<file path="src/rtl/trap_sequencer_if.sv">
// Trap sequencer bus bundle.
// Groups the EX-stage trap requests, the CSR snapshot, the CSR write port,
// the pipeline control strobes and the debug state of trap_sequencer.
//   slave  : the sequencer's view (i_* in, o_* out)
//   master : the pipeline/testbench view (i_* out, o_* in)
// Handshake: there is no valid/ready pair. A request is taken only on a
// rising clk edge where the sequencer is idle (o_busy=0) and i_valid_e=1,
// i_mret_e=0 and at least one enabled cause is present. Requests arriving
// while o_busy=1 are dropped and never queued.
interface trap_sequencer_if #(
   parameter int XLEN = 32
);
   logic            i_valid_e;
   logic [XLEN-1:0] i_pc_e;
   logic            i_illegal_e;
   logic            i_ecall_e;
   logic            i_mret_e;
   logic            i_irq_ext;
   logic            i_irq_timer;
   logic [XLEN-1:0] i_mstatus;
   logic [XLEN-1:0] i_mie;
   logic [XLEN-1:0] i_mtvec;
   logic            i_csr_inflight;
   logic            o_pc_stall;
   logic            o_flush_all;
   logic            o_csr_we;
   logic [11:0]     o_csr_addr;
   logic [XLEN-1:0] o_csr_wdata;
   logic            o_redirect;
   logic [XLEN-1:0] o_redirect_pc;
   logic            o_busy;
   logic [2:0]      o_state;     // debug: current sequencer state

   modport slave (
      input  i_valid_e, i_pc_e, i_illegal_e, i_ecall_e, i_mret_e,
      input  i_irq_ext, i_irq_timer, i_mstatus, i_mie, i_mtvec, i_csr_inflight,
      output o_pc_stall, o_flush_all, o_csr_we, o_csr_addr, o_csr_wdata,
      output o_redirect, o_redirect_pc, o_busy, o_state
   );

   modport master (
      output i_valid_e, i_pc_e, i_illegal_e, i_ecall_e, i_mret_e,
      output i_irq_ext, i_irq_timer, i_mstatus, i_mie, i_mtvec, i_csr_inflight,
      input  o_pc_stall, o_flush_all, o_csr_we, o_csr_addr, o_csr_wdata,
      input  o_redirect, o_redirect_pc, o_busy, o_state
   );
endinterface

</file>
<file path="src/rtl/trap_sequencer.sv">
// Machine-mode trap sequencer for the 5-stage RV32 pipeline.
// Takes an illegal-instruction / ECALL exception or an enabled external /
// timer interrupt at EX, freezes and flushes the front end, waits for CSR
// writers in MEM/WB to retire, writes mepc, mcause and mstatus, then
// redirects fetch to mtvec (vectored for interrupts when mtvec mode = 1).
// Ports:
//   i_clk   : clock, rising edge
//   i_rst_n : asynchronous reset, active low
//   bus     : trap_sequencer_if.slave (requests, CSR snapshot, CSR write
//             port, stall/flush/redirect strobes, busy, debug state)
// All outputs are registered copies of a decode of the current state, so
// each output appears one cycle after the state that produces it.
module trap_sequencer #(
   parameter int          XLEN         = 32,
   parameter logic [11:0] MSTATUS_ADDR = 12'h300,
   parameter logic [11:0] MEPC_ADDR    = 12'h341,
   parameter logic [11:0] MCAUSE_ADDR  = 12'h342
) (
   input logic             i_clk,
   input logic             i_rst_n,
   trap_sequencer_if.slave bus
);

   typedef enum logic [2:0] {
      IDLE     = 3'd0,
      DRAIN    = 3'd1,
      W_EPC    = 3'd2,
      W_CAUSE  = 3'd3,
      W_STATUS = 3'd4,
      REDIRECT = 3'd5
   } state_t;

   localparam logic [XLEN-1:0] CAUSE_ILLEGAL = XLEN'(2);
   localparam logic [XLEN-1:0] CAUSE_ECALL   = XLEN'(11);
   localparam logic [XLEN-1:0] CAUSE_EXT     = {1'b1, {(XLEN-5){1'b0}}, 4'hB};
   localparam logic [XLEN-1:0] CAUSE_TIMER   = {1'b1, {(XLEN-4){1'b0}}, 3'h7};

   state_t          state, state_next;

   // Trap context captured at accept
   logic [XLEN-1:0] cause_q, epc_q;
   logic            is_irq_q;

   // Registered outputs
   logic            pc_stall_q, flush_all_q, csr_we_q, redirect_q, busy_q;
   logic [11:0]     csr_addr_q;
   logic [XLEN-1:0] csr_wdata_q, redirect_pc_q;

   // Combinational decode
   logic            accept;
   logic [XLEN-1:0] take_cause;
   logic            take_irq;
   logic            ext_ok, timer_ok;
   logic            pc_stall_d, flush_all_d, csr_we_d, redirect_d, busy_d;
   logic [11:0]     csr_addr_d;
   logic [XLEN-1:0] csr_wdata_d, redirect_pc_d, status_new, vec_offset;

   // Interrupts need the global MIE bit plus their own enable in mie.
   assign ext_ok   = bus.i_irq_ext   & bus.i_mstatus[3] & bus.i_mie[11];
   assign timer_ok = bus.i_irq_timer & bus.i_mstatus[3] & bus.i_mie[7];

   // MPIE <= MIE, MIE <= 0, MPP <= M-mode
   always_comb begin
      status_new     = bus.i_mstatus;
      status_new[7]  = bus.i_mstatus[3];
      status_new[3]  = 1'b0;
      status_new[12:11] = 2'b11;
   end

   // Vectored offset is 4*cause[4:0]; only used for interrupts in mode 1.
   assign vec_offset = {{(XLEN-7){1'b0}}, cause_q[4:0], 2'b00};

   always_comb begin
      state_next    = state;
      accept        = 1'b0;
      take_cause    = '0;
      take_irq      = 1'b0;
      pc_stall_d    = 1'b0;
      flush_all_d   = 1'b0;
      csr_we_d      = 1'b0;
      csr_addr_d    = '0;
      csr_wdata_d   = '0;
      redirect_d    = 1'b0;
      redirect_pc_d = '0;
      busy_d        = 1'b0;

      case (state)
         IDLE: begin
            // busy_q still reflects REDIRECT in the first IDLE cycle, which
            // keeps the flushed slot from raising a second trap.
            if (!busy_q && bus.i_valid_e && !bus.i_mret_e) begin
               if (bus.i_illegal_e) begin
                  accept     = 1'b1;
                  take_cause = CAUSE_ILLEGAL;
               end else if (bus.i_ecall_e) begin
                  accept     = 1'b1;
                  take_cause = CAUSE_ECALL;
               end else if (ext_ok) begin
                  accept     = 1'b1;
                  take_cause = CAUSE_EXT;
                  take_irq   = 1'b1;
               end else if (timer_ok) begin
                  accept     = 1'b1;
                  take_cause = CAUSE_TIMER;
                  take_irq   = 1'b1;
               end
            end
            if (accept) state_next = DRAIN;
         end
         DRAIN: begin
            pc_stall_d  = 1'b1;
            flush_all_d = 1'b1;
            busy_d      = 1'b1;
            if (!bus.i_csr_inflight) state_next = W_EPC;
         end
         W_EPC: begin
            pc_stall_d  = 1'b1;
            flush_all_d = 1'b1;
            busy_d      = 1'b1;
            csr_we_d    = 1'b1;
            csr_addr_d  = MEPC_ADDR;
            csr_wdata_d = {epc_q[XLEN-1:2], 2'b00};
            state_next  = W_CAUSE;
         end
         W_CAUSE: begin
            pc_stall_d  = 1'b1;
            flush_all_d = 1'b1;
            busy_d      = 1'b1;
            csr_we_d    = 1'b1;
            csr_addr_d  = MCAUSE_ADDR;
            csr_wdata_d = cause_q;
            state_next  = W_STATUS;
         end
         W_STATUS: begin
            pc_stall_d  = 1'b1;
            flush_all_d = 1'b1;
            busy_d      = 1'b1;
            csr_we_d    = 1'b1;
            csr_addr_d  = MSTATUS_ADDR;
            csr_wdata_d = status_new;
            state_next  = REDIRECT;
         end
         REDIRECT: begin
            busy_d        = 1'b1;
            redirect_d    = 1'b1;
            redirect_pc_d = {bus.i_mtvec[XLEN-1:2], 2'b00};
            if (bus.i_mtvec[1:0] == 2'b01 && is_irq_q)
               redirect_pc_d = {bus.i_mtvec[XLEN-1:2], 2'b00} + vec_offset;
            state_next    = IDLE;
         end
         default: state_next = IDLE;
      endcase
   end

   always_ff @(posedge i_clk or negedge i_rst_n) begin
      if (!i_rst_n) state <= IDLE;
      else          state <= state_next;
   end

   always_ff @(posedge i_clk or negedge i_rst_n) begin
      if (!i_rst_n) begin
         cause_q  <= '0;
         epc_q    <= '0;
         is_irq_q <= 1'b0;
      end else if (accept) begin
         cause_q  <= take_cause;
         epc_q    <= bus.i_pc_e;
         is_irq_q <= take_irq;
      end
   end

   always_ff @(posedge i_clk or negedge i_rst_n) begin
      if (!i_rst_n) begin
         pc_stall_q    <= 1'b0;
         flush_all_q   <= 1'b0;
         csr_we_q      <= 1'b0;
         csr_addr_q    <= '0;
         csr_wdata_q   <= '0;
         redirect_q    <= 1'b0;
         redirect_pc_q <= '0;
         busy_q        <= 1'b0;
      end else begin
         pc_stall_q    <= pc_stall_d;
         flush_all_q   <= flush_all_d;
         csr_we_q      <= csr_we_d;
         csr_addr_q    <= csr_addr_d;
         csr_wdata_q   <= csr_wdata_d;
         redirect_q    <= redirect_d;
         redirect_pc_q <= redirect_pc_d;
         busy_q        <= busy_d;
      end
   end

   assign bus.o_pc_stall    = pc_stall_q;
   assign bus.o_flush_all   = flush_all_q;
   assign bus.o_csr_we      = csr_we_q;
   assign bus.o_csr_addr    = csr_addr_q;
   assign bus.o_csr_wdata   = csr_wdata_q;
   assign bus.o_redirect    = redirect_q;
   assign bus.o_redirect_pc = redirect_pc_q;
   assign bus.o_busy        = busy_q;
   assign bus.o_state       = state;

   // mie bits other than MEIE/MTIE and the epc alignment bits are not needed.
   logic unused_bits;
   assign unused_bits = ^{bus.i_mie[XLEN-1:12], bus.i_mie[10:8], bus.i_mie[6:0], epc_q[1:0]};

endmodule

</file>
<file path="src/flat_wrapper.sv">
// flat-port wrapper written by rule: the top's interface ports become plain ports
module trap_sequencer_flat 
#(
   parameter int          XLEN         = 32,
   parameter logic [11:0] MSTATUS_ADDR = 12'h300,
   parameter logic [11:0] MEPC_ADDR    = 12'h341,
   parameter logic [11:0] MCAUSE_ADDR  = 12'h342
)
  (i_clk, i_rst_n, bus_i_valid_e, bus_i_pc_e, bus_i_illegal_e, bus_i_ecall_e, bus_i_mret_e, bus_i_irq_ext, bus_i_irq_timer, bus_i_mstatus, bus_i_mie, bus_i_mtvec, bus_i_csr_inflight, bus_o_pc_stall, bus_o_flush_all, bus_o_csr_we, bus_o_csr_addr, bus_o_csr_wdata, bus_o_redirect, bus_o_redirect_pc, bus_o_busy, bus_o_state);
  trap_sequencer_if #(.XLEN(XLEN)) bus_i ();
  input logic i_clk;
  input logic i_rst_n;
  input wire logic [$bits(bus_i.i_valid_e)-1:0] bus_i_valid_e;
  input wire logic [$bits(bus_i.i_pc_e)-1:0] bus_i_pc_e;
  input wire logic [$bits(bus_i.i_illegal_e)-1:0] bus_i_illegal_e;
  input wire logic [$bits(bus_i.i_ecall_e)-1:0] bus_i_ecall_e;
  input wire logic [$bits(bus_i.i_mret_e)-1:0] bus_i_mret_e;
  input wire logic [$bits(bus_i.i_irq_ext)-1:0] bus_i_irq_ext;
  input wire logic [$bits(bus_i.i_irq_timer)-1:0] bus_i_irq_timer;
  input wire logic [$bits(bus_i.i_mstatus)-1:0] bus_i_mstatus;
  input wire logic [$bits(bus_i.i_mie)-1:0] bus_i_mie;
  input wire logic [$bits(bus_i.i_mtvec)-1:0] bus_i_mtvec;
  input wire logic [$bits(bus_i.i_csr_inflight)-1:0] bus_i_csr_inflight;
  output wire logic [$bits(bus_i.o_pc_stall)-1:0] bus_o_pc_stall;
  output wire logic [$bits(bus_i.o_flush_all)-1:0] bus_o_flush_all;
  output wire logic [$bits(bus_i.o_csr_we)-1:0] bus_o_csr_we;
  output wire logic [$bits(bus_i.o_csr_addr)-1:0] bus_o_csr_addr;
  output wire logic [$bits(bus_i.o_csr_wdata)-1:0] bus_o_csr_wdata;
  output wire logic [$bits(bus_i.o_redirect)-1:0] bus_o_redirect;
  output wire logic [$bits(bus_i.o_redirect_pc)-1:0] bus_o_redirect_pc;
  output wire logic [$bits(bus_i.o_busy)-1:0] bus_o_busy;
  output wire logic [$bits(bus_i.o_state)-1:0] bus_o_state;
  assign bus_i.i_valid_e = bus_i_valid_e;
  assign bus_i.i_pc_e = bus_i_pc_e;
  assign bus_i.i_illegal_e = bus_i_illegal_e;
  assign bus_i.i_ecall_e = bus_i_ecall_e;
  assign bus_i.i_mret_e = bus_i_mret_e;
  assign bus_i.i_irq_ext = bus_i_irq_ext;
  assign bus_i.i_irq_timer = bus_i_irq_timer;
  assign bus_i.i_mstatus = bus_i_mstatus;
  assign bus_i.i_mie = bus_i_mie;
  assign bus_i.i_mtvec = bus_i_mtvec;
  assign bus_i.i_csr_inflight = bus_i_csr_inflight;
  assign bus_o_pc_stall = bus_i.o_pc_stall;
  assign bus_o_flush_all = bus_i.o_flush_all;
  assign bus_o_csr_we = bus_i.o_csr_we;
  assign bus_o_csr_addr = bus_i.o_csr_addr;
  assign bus_o_csr_wdata = bus_i.o_csr_wdata;
  assign bus_o_redirect = bus_i.o_redirect;
  assign bus_o_redirect_pc = bus_i.o_redirect_pc;
  assign bus_o_busy = bus_i.o_busy;
  assign bus_o_state = bus_i.o_state;
  trap_sequencer #(.XLEN(XLEN), .MSTATUS_ADDR(MSTATUS_ADDR), .MEPC_ADDR(MEPC_ADDR), .MCAUSE_ADDR(MCAUSE_ADDR)) u_core (.i_clk(i_clk), .i_rst_n(i_rst_n), .bus(bus_i));
endmodule
</file>
<file path="config.mk">
export PLATFORM = sky130hd
export DESIGN_NAME = trap_sequencer_flat
export DESIGN_NICKNAME = d
export VERILOG_FILES = /design/src/rtl/trap_sequencer_if.sv /design/src/rtl/trap_sequencer.sv /design/src/flat_wrapper.sv
export SDC_FILE = /design/constraint.sdc
export NUM_CORES = 1
export LEC_CHECK = 0
export BUFFER_PORTS_ARGS = -buffer_cell sky130_fd_sc_hd__buf_2
export CAP_MARGIN = 20
export CORE_MARGIN = 5
export CORE_UTILIZATION = 47
export CTS_BUF_LIST = sky130_fd_sc_hd__clkbuf_4 sky130_fd_sc_hd__clkbuf_8 sky130_fd_sc_hd__clkbuf_16
export CTS_CLUSTER_DIAMETER = 40
export CTS_CLUSTER_SIZE = 10
export DETAILED_ROUTE_END_ITERATION = 16
export GPL_TIMING_DRIVEN = 0
export PLACE_DENSITY = 0.8
export SYNTH_ARGS = -nofsm -noshare
export SYNTH_HDL_FRONTEND = slang
export SYNTH_SLANG_ARGS = --single-unit
export TNS_END_PERCENT = 1
</file>
<file path="constraint.sdc">
create_clock -name i_clk -period 2.7 [get_ports i_clk]
set_clock_uncertainty 0.1 [all_clocks]
set_input_delay 0.81 -clock i_clk [delete_from_list [all_inputs] [get_ports i_clk]]
set_output_delay 0.81 -clock i_clk [all_outputs]
set_load 0.005 [all_outputs]
</file>
==> run_results.csv <==
group,metric,value,unit
outcome,outcome,"finished, final reports clean",
timing,fin_ws,0.248,ns
synthesis,synthArstFlopShare,100,%
cells_and_area,area_delta_synth_final,27.5,%
route,route.met2.wl,6.35,mm
power,power_leakage,3.16,nW
critical_path,crit_start,"bus_i_mret_e",
power,vdd_ir_drop_max,0.475,mV
global_routing,antenna_found_initial,1,
placement,placed_cell_area,5900,sq um
critical_path,cp-endpoint,"u_core.epc_q[15]",
clock_tree,cts_hold_buf,0,
clock_tree,clkTransAtPathRegs,0.11,ns
synthesis,ys.warnings.count,0,
timing,worst_slew_pin_slew,0.742,ns
route,top_layer_used,"met4",
placement,routabilityCongestion,0.928,
synthesis,netlist_area,4790,sq um
placement,pre_cts_ws,-0.502,ns
global_routing,grt_pass1_vias,4217,
synthesis,synth.distinct_cells,48,
critical_path,r2r-start,"u_core.bus.o_state[2]",
timing,period_share,90.8,%
floorplan,fp.dieH,111,um
timing,relSlewSlack,50.3,%
floorplan,row_count,36,
clock_tree,cts_inserted_buffers,9,
synthesis,yosysSeqAreaShare,57.0,%
clock_tree,cts-root-buf,"clkbuf_8",
critical_path,cp.arrival,2.62,ns
critical_path,critPathLaunchType,"input port",
timing,final-hold-violation-count,0,
clock_tree,clk_path_buf_depth,2,
synthesis,synthMuxAreaShare,9.15,%
critical_path,end_kind,"flip-flop",
timing,whs,0.361,ns
synthesis,synth_edf_count,0,
critical_path,critical_path_class,"input port to flip-flop",
synthesis,synth_compound_area_share,13.5,%
synthesis,synth_xor_area_share,0.732,%
global_routing,grt_max_degree,56,
floorplan,ios,221,
synthesis,avgSynthCellArea,11.7,sq um
synthesis,synthSimpleGateAreaFrac,13.8,%
critical_path,worst-path-max-fanout,10,
timing,drv_slew,0,
power,powerDensity,805,nW/um^2
placement,io_buffers,176,
cells_and_area,final_cell_mix,"buf_2 (179), dfrtp_1 (109), nand2_1 (30), mux2_2 (30), a22o_1 (28)",
clock_tree,htree_levels,3,
route,drc_errors,0,
route,wl_met3,919,um
floorplan,fp.coreArea,9860,sq um
route,vias,4037,
route,drtPass1Iterations,4,
critical_path,reg2reg_depth,6,
clock_tree,clkSinkCount,109,
clock_tree,cts_tree,"built",
timing,rsz0062_at_grt,"false",
route,final_antenna_net_count,0,
global_routing,grt_overflow,0,
route,via_per_inst,5.42,
critical_path,regToRegEndpoint,"u_core.bus.o_csr_wdata[17]",
route,routedWlPerCell,17.2,um
run,maxCapViolations,0,
route,drtIter0Drc,268,
clock_tree,cts_setup_buffers,0,
placement,dp_hpwl,9.96,mm
synthesis,synthCells,410,
synthesis,synthFlopType,"dfrtp_1",
critical_path,worstPathRequired,2.87,ns
cells_and_area,layout_commonest_cell,"buf_2",
floorplan,dieArea,12300,sq um
synthesis,synth_fa_ha_area_share,1.46,%
synthesis,synth_top_family_by_area,"simple AND/OR/NAND/NOR gates",
cells_and_area,fin_nets,748,
floorplan,die_w,111,um
floorplan,start_util,48.5,%
clock_tree,insertion_delay,0.38,ns
timing,max_freq,408,MHz
critical_path,r2r_slack,0.26,ns
cells_and_area,drive_gt1_share,40.8,%
timing,finalSetupViolCount,0,
route,routed_wl,12.8,mm
global_routing,grt_util_all_layers,21.0,%
cells_and_area,utilization,61.9,%
route,m1WireLength,5.15,mm
global_routing,grt_pass1_wl,21.1,mm
timing,finalCriticalPeriod,2.45,ns
cells_and_area,post-route-cell-area,6100,sq um
min_path,hold_path_class,"input port to async pin",
synthesis,ys_ff_latch,109,
cell type report:
| type | instances | area, sq um |
|---|---|---|
| fill | 828 | 3760 |
| multi-input combinational | 268 | 1890 |
| antenna | 1 | 2.50 |
| inverter | 10 | 37.5 |
| sequential | 109 | 2730 |
| clock inverter | 6 | 62.6 |
| tap | 133 | 166 |
| timing repair buffer | 178 | 916 |
| clock buffer | 10 | 138 |
| buffer | 30 | 166 |
per-stage QoR:
| step | TNS [ns] | cells | power, mW |
|---|---|---|---|
| 2_1_floorplan | 0 | 418 | 3.30 |
| 3_3_place_gp | -52.74 | 727 | 3.88 |
| 3_5_place_dp | -7.88 | 728 | 3.98 |
| 4_1_cts | 0 | 744 | 4.96 |
| 5_1_grt | 0 | 745 | 5.25 |
| 6_report | 0 | 745 | 4.91 |
power by group:
group / switching [mW] / internal (mW)
sequential: 0.224 / 2.12
clock: 0.604 / 0.387
combinational: 0.806 / 0.775
cell usage after synthesis, types with 10 or more instances:
library cell  number  area share (%)
dfrtp_1          109              57
nand3_1           14             1.5
nor2_1            10            0.78
mux2i_1           10             2.1
or4_1             10             1.6
mux2_2            30             7.1
inv_1             10            0.78
a22o_1            28             5.1
a21oi_1           26             2.7
clkbuf_1          15             1.2
nand2_1           30             2.4
buf_4             11             1.7
flip-flops by register name, indices dropped and copies added, names as in the netlist:
name / cells
u_core.bus.o_busy: 1
u_core.bus.o_pc_stall: 1
u_core.bus.o_redirect_pc: 30
u_core.bus.o_csr_addr: 4
u_core.epc_q: 30
u_core.cause_q: 5
u_core.bus.o_state: 3
u_core.is_irq_q: 1
u_core.bus.o_redirect: 1
u_core.bus.o_csr_wdata: 32
u_core.bus.o_csr_we: 1
repair_timing:
item                                   in CTS  in global routing
gates resized for setup                     1                  0
endpoints found under the hold margin       0                  0
setup endpoints to repair                   8                  8
worst max-delay path, cell delays in order:
cell and delay (ns):
buf_2 0.09, or3b_2 0.48, a21oi_1 0.27, nor2b_1 0.26, buf_2 0.32, mux2_2 0.38
logic make-up (layout without fill, tap and decap cells):
| family | Yosys count | in the layout |
|---|---|---|
| buffers and inverters | 41 | 234 |
| multiplexers | 40 | 40 |
| flip-flops | 109 | 109 |
| other | 1 | 10 |
| XOR/XNOR | 4 | 4 |
| AO/OA/AOI/OAI | 92 | 92 |
| adder cells (fa/ha/maj) | 5 | 5 |
| AND/OR/NAND/NOR | 118 | 118 |
layer usage:
layer | vias up | global-route usage, %
li1 | 1887 | -
met4 | 0 | 10.0
met5 | - | 0
met2 | 180 | 34.7
met3 | 31 | 3.28
met1 | 1939 | 27.0
how the worst min path moves through the flow:
stage                     start                           end  slack, ns  depth (start not counted)
3_3_place_gp   u_core.epc_q[11]    u_core.bus.o_csr_wdata[11]       0.36                          2
5_1_grt        u_core.epc_q[23]    u_core.bus.o_csr_wdata[23]       0.41                          1
3_5_place_dp   u_core.epc_q[11]    u_core.bus.o_csr_wdata[11]       0.36                          2
6_report                i_rst_n  u_core.bus.o_redirect_pc[31]       0.36                          1
4_1_cts        u_core.epc_q[11]    u_core.bus.o_csr_wdata[11]       0.39                          2
2_1_floorplan  u_core.epc_q[11]    u_core.bus.o_csr_wdata[11]       0.34                          2
(Power assumes the default switching activity.)
